$ cat config.mk
export PLATFORM = sky130hd
export DESIGN_NAME = spk_out_pack
export DESIGN_NICKNAME = d
export VERILOG_FILES = /design/src/rtl/spk_out_pack_pkg.sv /design/src/rtl/spk_out_pack_sync_fifo.sv /design/src/rtl/spk_out_pack.sv
export SDC_FILE = /design/constraint.sdc
export NUM_CORES = 1
export LEC_CHECK = 0
export BUFFER_PORTS_ARGS = -buffer_cell sky130_fd_sc_hd__buf_4
export CORE_MARGIN = 2
export CORE_UTILIZATION = 34
export CTS_CLUSTER_DIAMETER = 200
export DETAILED_ROUTE_END_ITERATION = 8
export PLACE_DENSITY = 0.57
export REMOVE_ABC_BUFFERS = 1
export SETUP_SLACK_MARGIN = 0.2
export SLEW_MARGIN = 5
export SYNTH_ARGS = -nofsm -noshare
export SYNTH_HDL_FRONTEND = slang
export SYNTH_SLANG_ARGS = --single-unit
$ cat constraint.sdc
create_clock -name clk -period 3.9 [get_ports clk]
set_input_delay 0.585 -clock clk [delete_from_list [all_inputs] [get_ports clk]]
set_output_delay 0.585 -clock clk [all_outputs]
set_load 0.1 [all_outputs]
$ cat src/rtl/spk_out_pack_pkg.sv
// Shared definitions for the spike output packer: flit type codes, flit field
// offsets and the destination-table entry layout.
package spk_out_pack_pkg;

    localparam int unsigned FW        = 59;
    localparam int unsigned FTW       = 3;
    localparam int unsigned NNW       = 12;
    localparam int unsigned DST_WIDTH = 21;
    localparam int unsigned DST_DEPTH = 4;
    localparam int unsigned DST_AW    = $clog2(DST_DEPTH);
    localparam int unsigned FIFO_AW   = 4;

    // Flit type codes carried in the top FTW bits of every flit
    localparam logic [FTW-1:0] CFG_TYPE  = 3'b001;
    localparam logic [FTW-1:0] SPK_TYPE  = 3'b010;
    localparam logic [FTW-1:0] TICK_TYPE = 3'b011;

    // Flit field offsets (LSB of each field), packed from the MSB downwards
    localparam int unsigned FLIT_TYPE_LSB = FW - FTW;
    localparam int unsigned FLIT_DST_LSB  = FLIT_TYPE_LSB - DST_WIDTH;
    localparam int unsigned FLIT_NIDX_LSB = FLIT_DST_LSB - NNW;

    // Destination entry layout: {x, y, r2, r1, flg}, flg in bit 0
    localparam int unsigned DST_FLG_BIT = 0;
    localparam int unsigned DST_R1_LSB  = 1;
    localparam int unsigned DST_R1_W    = 5;
    localparam int unsigned DST_R2_LSB  = DST_R1_LSB + DST_R1_W;
    localparam int unsigned DST_R2_W    = 5;
    localparam int unsigned DST_Y_LSB   = DST_R2_LSB + DST_R2_W;
    localparam int unsigned DST_Y_W     = 5;
    localparam int unsigned DST_X_LSB   = DST_Y_LSB + DST_Y_W;
    localparam int unsigned DST_X_W     = 5;

    typedef enum logic [0:0] {
        StIdle,
        StSend
    } pack_state_e;

    function automatic logic [FW-1:0] make_spike_flit(input logic [DST_WIDTH-1:0] dst,
                                                      input logic [NNW-1:0]       nidx);
        logic [FW-1:0] flit;
        flit                             = '0;
        flit[FLIT_TYPE_LSB +: FTW]       = SPK_TYPE;
        flit[FLIT_DST_LSB +: DST_WIDTH]  = dst;
        flit[FLIT_NIDX_LSB +: NNW]       = nidx;
        return flit;
    endfunction

endpackage

$ cat src/rtl/spk_out_pack_sync_fifo.sv
// Single-clock FIFO with first-word-fall-through read data and occupancy count.
module spk_out_pack_sync_fifo #(
    parameter int unsigned Width = 12,
    parameter int unsigned AddrW = 4
) (
    input  logic             clk,
    input  logic             rst,
    input  logic             push,
    input  logic [Width-1:0] wdata,
    input  logic             pop,
    output logic [Width-1:0] rdata,
    output logic             full,
    output logic             empty,
    output logic [AddrW:0]   count
);

    localparam int unsigned   Depth    = 1 << AddrW;
    localparam logic [AddrW:0] DepthCnt = (AddrW + 1)'(Depth);

    logic [Width-1:0] mem_q [Depth];
    logic [AddrW-1:0] wr_ptr_q;
    logic [AddrW-1:0] rd_ptr_q;
    logic [AddrW:0]   count_q;
    logic             do_push;
    logic             do_pop;

    assign full    = (count_q == DepthCnt);
    assign empty   = (count_q == '0);
    assign count   = count_q;
    assign rdata   = mem_q[rd_ptr_q];
    assign do_push = push && !full;
    assign do_pop  = pop && !empty;

    always_ff @(posedge clk) begin
        if (do_push) begin
            mem_q[wr_ptr_q] <= wdata;
        end
    end

    // Pointers wrap naturally at 2^AddrW
    always_ff @(posedge clk) begin
        if (rst) begin
            wr_ptr_q <= '0;
            rd_ptr_q <= '0;
            count_q  <= '0;
        end else begin
            if (do_push) begin
                wr_ptr_q <= wr_ptr_q + 1'b1;
            end
            if (do_pop) begin
                rd_ptr_q <= rd_ptr_q + 1'b1;
            end
            case ({do_push, do_pop})
                2'b10:   count_q <= count_q + 1'b1;
                2'b01:   count_q <= count_q - 1'b1;
                default: count_q <= count_q;
            endcase
        end
    end

endmodule

$ cat src/rtl/spk_out_pack.sv
// Spike output packer: queues fired neuron indices and fans each one out as a
// spike flit to every valid destination-table entry, then reports timestep drain.
module spk_out_pack
    import spk_out_pack_pkg::*;
(
    input  logic                 clk,
    input  logic                 rst,
    input  logic                 spk_in_vld,
    input  logic [NNW-1:0]       spk_in_nidx,
    output logic                 spk_in_rdy,
    input  logic                 tick_in,
    input  logic                 cfg_dst_we,
    input  logic [DST_AW-1:0]    cfg_dst_waddr,
    input  logic [DST_WIDTH-1:0] cfg_dst_wdata,
    output logic                 flit_out_vld,
    output logic [FW-1:0]        flit_out_data,
    input  logic                 flit_out_rdy,
    output logic                 step_done,
    output logic                 fifo_ovf
);

    logic [NNW-1:0]       fifo_rdata;
    logic                 fifo_full;
    logic                 fifo_empty;
    logic [FIFO_AW:0]     fifo_count;
    logic                 fifo_pop;

    logic [DST_WIDTH-1:0] dst_tbl_q [DST_DEPTH];
    logic [DST_DEPTH-1:0] dst_vld;

    pack_state_e          state_q;
    logic [DST_AW-1:0]    ptr_q;
    logic [NNW-1:0]       nidx_q;
    logic                 flit_vld_q;
    logic [FW-1:0]        flit_data_q;

    logic                 first_found;
    logic [DST_AW-1:0]    first_idx;
    logic                 next_found;
    logic [DST_AW-1:0]    next_idx;

    logic                 tick_pending_q;
    logic                 fifo_ovf_q;
    logic                 push_acc;

    spk_out_pack_sync_fifo #(
        .Width (NNW),
        .AddrW (FIFO_AW)
    ) u_fifo (
        .clk   (clk),
        .rst   (rst),
        .push  (spk_in_vld),
        .wdata (spk_in_nidx),
        .pop   (fifo_pop),
        .rdata (fifo_rdata),
        .full  (fifo_full),
        .empty (fifo_empty),
        .count (fifo_count)
    );

    assign spk_in_rdy = !fifo_full;
    assign push_acc   = spk_in_vld && !fifo_full;
    assign fifo_pop   = (state_q == StIdle) && !fifo_empty;

    // Destination table; entries are cleared so flg=0 after reset
    always_ff @(posedge clk) begin
        if (rst) begin
            for (int i = 0; i < DST_DEPTH; i++) begin
                dst_tbl_q[i] <= '0;
            end
        end else if (cfg_dst_we) begin
            dst_tbl_q[cfg_dst_waddr] <= cfg_dst_wdata;
        end
    end

    always_comb begin
        for (int i = 0; i < DST_DEPTH; i++) begin
            dst_vld[i] = dst_tbl_q[i][DST_FLG_BIT];
        end
    end

    // Lowest valid entry overall, and lowest valid entry above the current pointer
    always_comb begin
        first_found = 1'b0;
        first_idx   = '0;
        next_found  = 1'b0;
        next_idx    = '0;
        for (int unsigned i = 0; i < DST_DEPTH; i++) begin
            if (dst_vld[i] && !first_found) begin
                first_found = 1'b1;
                first_idx   = DST_AW'(i);
            end
            if (dst_vld[i] && !next_found && (i > 32'(ptr_q))) begin
                next_found = 1'b1;
                next_idx   = DST_AW'(i);
            end
        end
    end

    always_ff @(posedge clk) begin
        if (rst) begin
            state_q     <= StIdle;
            ptr_q       <= '0;
            nidx_q      <= '0;
            flit_vld_q  <= 1'b0;
            flit_data_q <= '0;
        end else begin
            case (state_q)
                StIdle: begin
                    // A spike with no valid destination is popped and discarded
                    if (!fifo_empty) begin
                        nidx_q <= fifo_rdata;
                        if (first_found) begin
                            ptr_q       <= first_idx;
                            flit_vld_q  <= 1'b1;
                            flit_data_q <= make_spike_flit(dst_tbl_q[first_idx], fifo_rdata);
                            state_q     <= StSend;
                        end
                    end
                end
                StSend: begin
                    if (flit_out_rdy) begin
                        if (next_found) begin
                            ptr_q       <= next_idx;
                            flit_data_q <= make_spike_flit(dst_tbl_q[next_idx], nidx_q);
                        end else begin
                            flit_vld_q <= 1'b0;
                            state_q    <= StIdle;
                        end
                    end
                end
                default: begin
                    flit_vld_q <= 1'b0;
                    state_q    <= StIdle;
                end
            endcase
        end
    end

    assign flit_out_vld  = flit_vld_q;
    assign flit_out_data = flit_data_q;

    // Drained: nothing queued, nothing in flight, nothing arriving this cycle
    assign step_done = tick_pending_q && (fifo_count == '0) && (state_q == StIdle) && !push_acc;

    always_ff @(posedge clk) begin
        if (rst) begin
            tick_pending_q <= 1'b0;
        end else if (step_done) begin
            tick_pending_q <= 1'b0;
        end else if (tick_in) begin
            tick_pending_q <= 1'b1;
        end
    end

    always_ff @(posedge clk) begin
        if (rst) begin
            fifo_ovf_q <= 1'b0;
        end else if (spk_in_vld && fifo_full) begin
            fifo_ovf_q <= 1'b1;
        end
    end

    assign fifo_ovf = fifo_ovf_q;

endmodule
==> flow_summary.yaml <==
run_status:
  status: "finished, final reports clean"
timing:
  tns_ps: 0
  slew_headroom_pct: 26.0
  drv_slew: 0
  tightest_slew_ps: 1110
  fin_crit_ps: 3000
  fin_skew_ps: 14.3
  rsz0062_at_grt: "false"
  finalSetupViolCount: 0
  min_period_over_period_pct: 77.0
  hold_viol: 0
  max_freq_mhz: 333
floorplanning:
  die_h_microns: 213
  die_x_microns: 213
  initial_core_util_pct: 34.5
  pin_count: 104
  fp.coreArea_sq_um: 43200
  rows: 76
  die_area_sq_um: 45500
power:
  p_sw_mw: 4.47
  ir_drop_v: 0.000412
  pwr-share-seq_pct: 38.4
  combinationalPowerShare_pct: 33.2
  swShare_pct: 36.7
  intPower_mw: 7.72
  powerDensity_nw_per_um2: 702
  clkPwrFrac_pct: 28.4
  p_leak_nw: 6.15
placement:
  placed_cell_area_sq_um: 16200
  numPortBuffers: 78
  hpwl_mm: 21.5
  finalWeightedCongestion: 0.738
synthesis:
  synthesis.area_sq_um: 14900
  yosysTopAreaCell: "edfxtp_1"
  avgSynthCellArea_sq_um: 14.4
  yosys_warnings: 0
  synth_ff_type: "edfxtp_1"
  synth.area.top_cells: "edfxtp_1 (56%), dfxtp_1 (9.3%), mux4_2 (7.3%)"
  ys_types: 55
  synth_edf_count: 276
  ys_ff_latch: 345
  ys_seq_area_share_pct: 64.9
  async_flop_share_pct: 0
  synth_top_area_share_pct: 55.6
  syn_inst: 1034
grt:
  overflow: 0
  grtUsageMet1_pct: 21.1
  grt_max_degree: 43
  top_usage_layer: "met2"
  grt_use_total_pct: 15.9
  grt_pass1_wl_mm: 54.8
  met2_usage_pct: 27.0
  grt_pass1_vias: 9034
  antenna_found_initial: 0
  grt_use_met3_pct: 2.46
route:
  drt_iter0_markers: 728
  num_vias: 8853
  final_antenna_net_count: 0
  drtPass1Iterations: 5
  viasPerCell: 5.11
  drt_wl_total_mm: 35.8
  avgRoutedWirePerCell_microns: 20.7
  drc: 0
cells_and_area:
  drive_gt1_share_pct: 23.4
  syn_to_final_growth_pct: 16.6
  final_core_util_pct: 40.2
  antenna_cells: 0
  final_nets: 1167
  final_area_sq_um: 17400
clocking:
  clkSlewWorstSetupHoldPaths_ps: 60
  hold_buffers: 0
  max-clock-path-buffers: 3
  htreeDepth: 2
  cts_sinks: 345
  post-cts-setup-buffer-count: 0
  cts_tree: "yes"
  cts-resized-gates: 0
  clk-insertion-delay-late_ps: 530
  cts_root_buf: "clkbuf_16"
  cts_buffers: 39
critical_path:
  r2r_end: "u_fifo.count[4]$_SDFFE_PP0P_"
  crit_type: "reg2reg"
  worst_ep_arrival_time_ps: 3430
  r2r_cells: 12
  r2r-start: "u_fifo.count[1]$_SDFFE_PP0P_"
  r2r_slack_ps: 900
  crit_required_ps: 4320
  endpoint_kind: "flop"
  crit_path_start_kind: "flop"
  path_max_fanout: 10
min_path:
  min-delay-start: "tick_in"
  hold_path_class: "in2reg"
  holdPathStages: 3
  holdPathEnd: "tick_pending_q$_SDFFE_PP0P_"
job:
  maxCapViolCount: 0
[cell usage in the layout, fill, tap and decap left out, types with 21 or more instances in the layout]
cell / n
edfxtp_1: 276
buf_4: 116
nor2_1: 92
and2_1: 86
dfxtp_1: 67
mux4_2: 48
clkbuf_16: 40
o31ai_1: 33
mux2i_1: 27
nand2_1: 25
conb_1: 25
a22oi_1: 24
and3_1: 21
[power groups by stage]
| stage | registers [mW] | clock network (mW) | logic, mW |
|---|---|---|---|
| after floorplan | 5.68 | 0 | 1.99 |
| after global placement | 4.76 | 0 | 4.04 |
| after detailed placement | 4.77 | 0 | 4.07 |
| after CTS | 4.69 | 3.54 | 4.08 |
| after global routing | 4.73 | 3.68 | 4.32 |
| final | 4.68 | 3.46 | 4.05 |
[state kept, by name (all words and copies together) (netlist names), 2 cells and up, named ones only]
register         flops
nidx_q              12
dst_tbl_q           84
flit_out_data       34
u_fifo.rd_ptr_q      4
u_fifo.mem_q       192
u_fifo.wr_ptr_q      4
u_fifo.count         5
ptr_q                2
[cells by family (layout without fill, tap and decap cells)]
logic type                 Yosys count  after routing  synth area share [%]
AOI/OAI and AO/OA                  216            216                  11.7
buffers and inverters              107            195                  3.58
DFF                                345            345                  64.9
muxes                               76             76                  9.14
adders and majority gates            8              8                 0.672
other                                1             25                0.0252
and+or+nand+nor                    271            271                  9.45
xor gates and xnor gates            10             10                 0.588
[layer usage]
metal / wire [microns] / vias up
met5: 0 / -
met4: 573 / 0
met3: 1710 / 46
met2: 17700 / 223
met1: 15700 / 4459
li1: - / 4125
[Yosys cell counts (10+ instances only)]
master and count:
o221a_2 20, a41oi_2 10, dfxtp_1 69, and2_1 86, mux4_2 48, a22oi_1 24
edfxtp_1 276, a21boi_0 20, o21ai_0 20, o31ai_1 33, clkbuf_1 60, a41oi_1 10
buf_4 25, o221ai_1 20, mux2i_1 27, nand2_1 25, a21oi_1 19, o21bai_1 20
nor3_1 13, nor2_1 92, and3_1 21
[worst max-delay path, stage by stage, from the launching register on]
cell and delay (ps):
dfxtp_1 390, nor4_4 450, a21boi_1 130, buf_4 180
inv_1 60, ha_1 340, xor2_1 120, ha_1 260
a31oi_1 190, a2bb2oi_1 170, o22ai_1 90, a41oi_1 180
mux2_2 350
[through the flow]
| stage | hold slack [ps] | total power, mW | instances | setup slack [ps] |
|---|---|---|---|---|
| floorplan | 460 | 7.67 | 960 | 491 |
| global placement | 470 | 8.80 | 1662 | 916 |
| detailed placement | 471 | 8.84 | 1662 | 912 |
| CTS | 288 | 12.3 | 1731 | 892 |
| global route | 324 | 12.7 | 1731 | 579 |
| finish | 311 | 12.2 | 1731 | 897 |
[worst max path at each step]
stage	cells past startpoint	from	slack (ps)	endpoint
2_1_floorplan	5	dst_tbl_q[3][0]$_DFFE_PP_	490	flit_out_data[36]$_SDFFE_PP0P_
3_5_place_dp	12	u_fifo.count[1]$_SDFFE_PP0P_	910	u_fifo.count[4]$_SDFFE_PP0P_
5_1_grt	12	u_fifo.count[1]$_SDFFE_PP0P_	580	u_fifo.count[4]$_SDFFE_PP0P_
3_3_place_gp	12	u_fifo.count[1]$_SDFFE_PP0P_	920	u_fifo.count[4]$_SDFFE_PP0P_
4_1_cts	12	u_fifo.count[1]$_SDFFE_PP0P_	890	u_fifo.count[4]$_SDFFE_PP0P_
6_report	12	u_fifo.count[1]$_SDFFE_PP0P_	900	u_fifo.count[4]$_SDFFE_PP0P_
[layout make-up]
cell class / instances / area (sq um)
Tap cell: 585 / 732
Multi-Input combinational cell: 606 / 4840
Sequential cell: 345 / 9670
Inverter: 9 / 33.8
Fill cell: 4043 / 25800
Clock inverter: 16 / 120
Timing Repair Buffer: 117 / 891
Clock buffer: 53 / 1080
(Power assumes the default switching activity.)
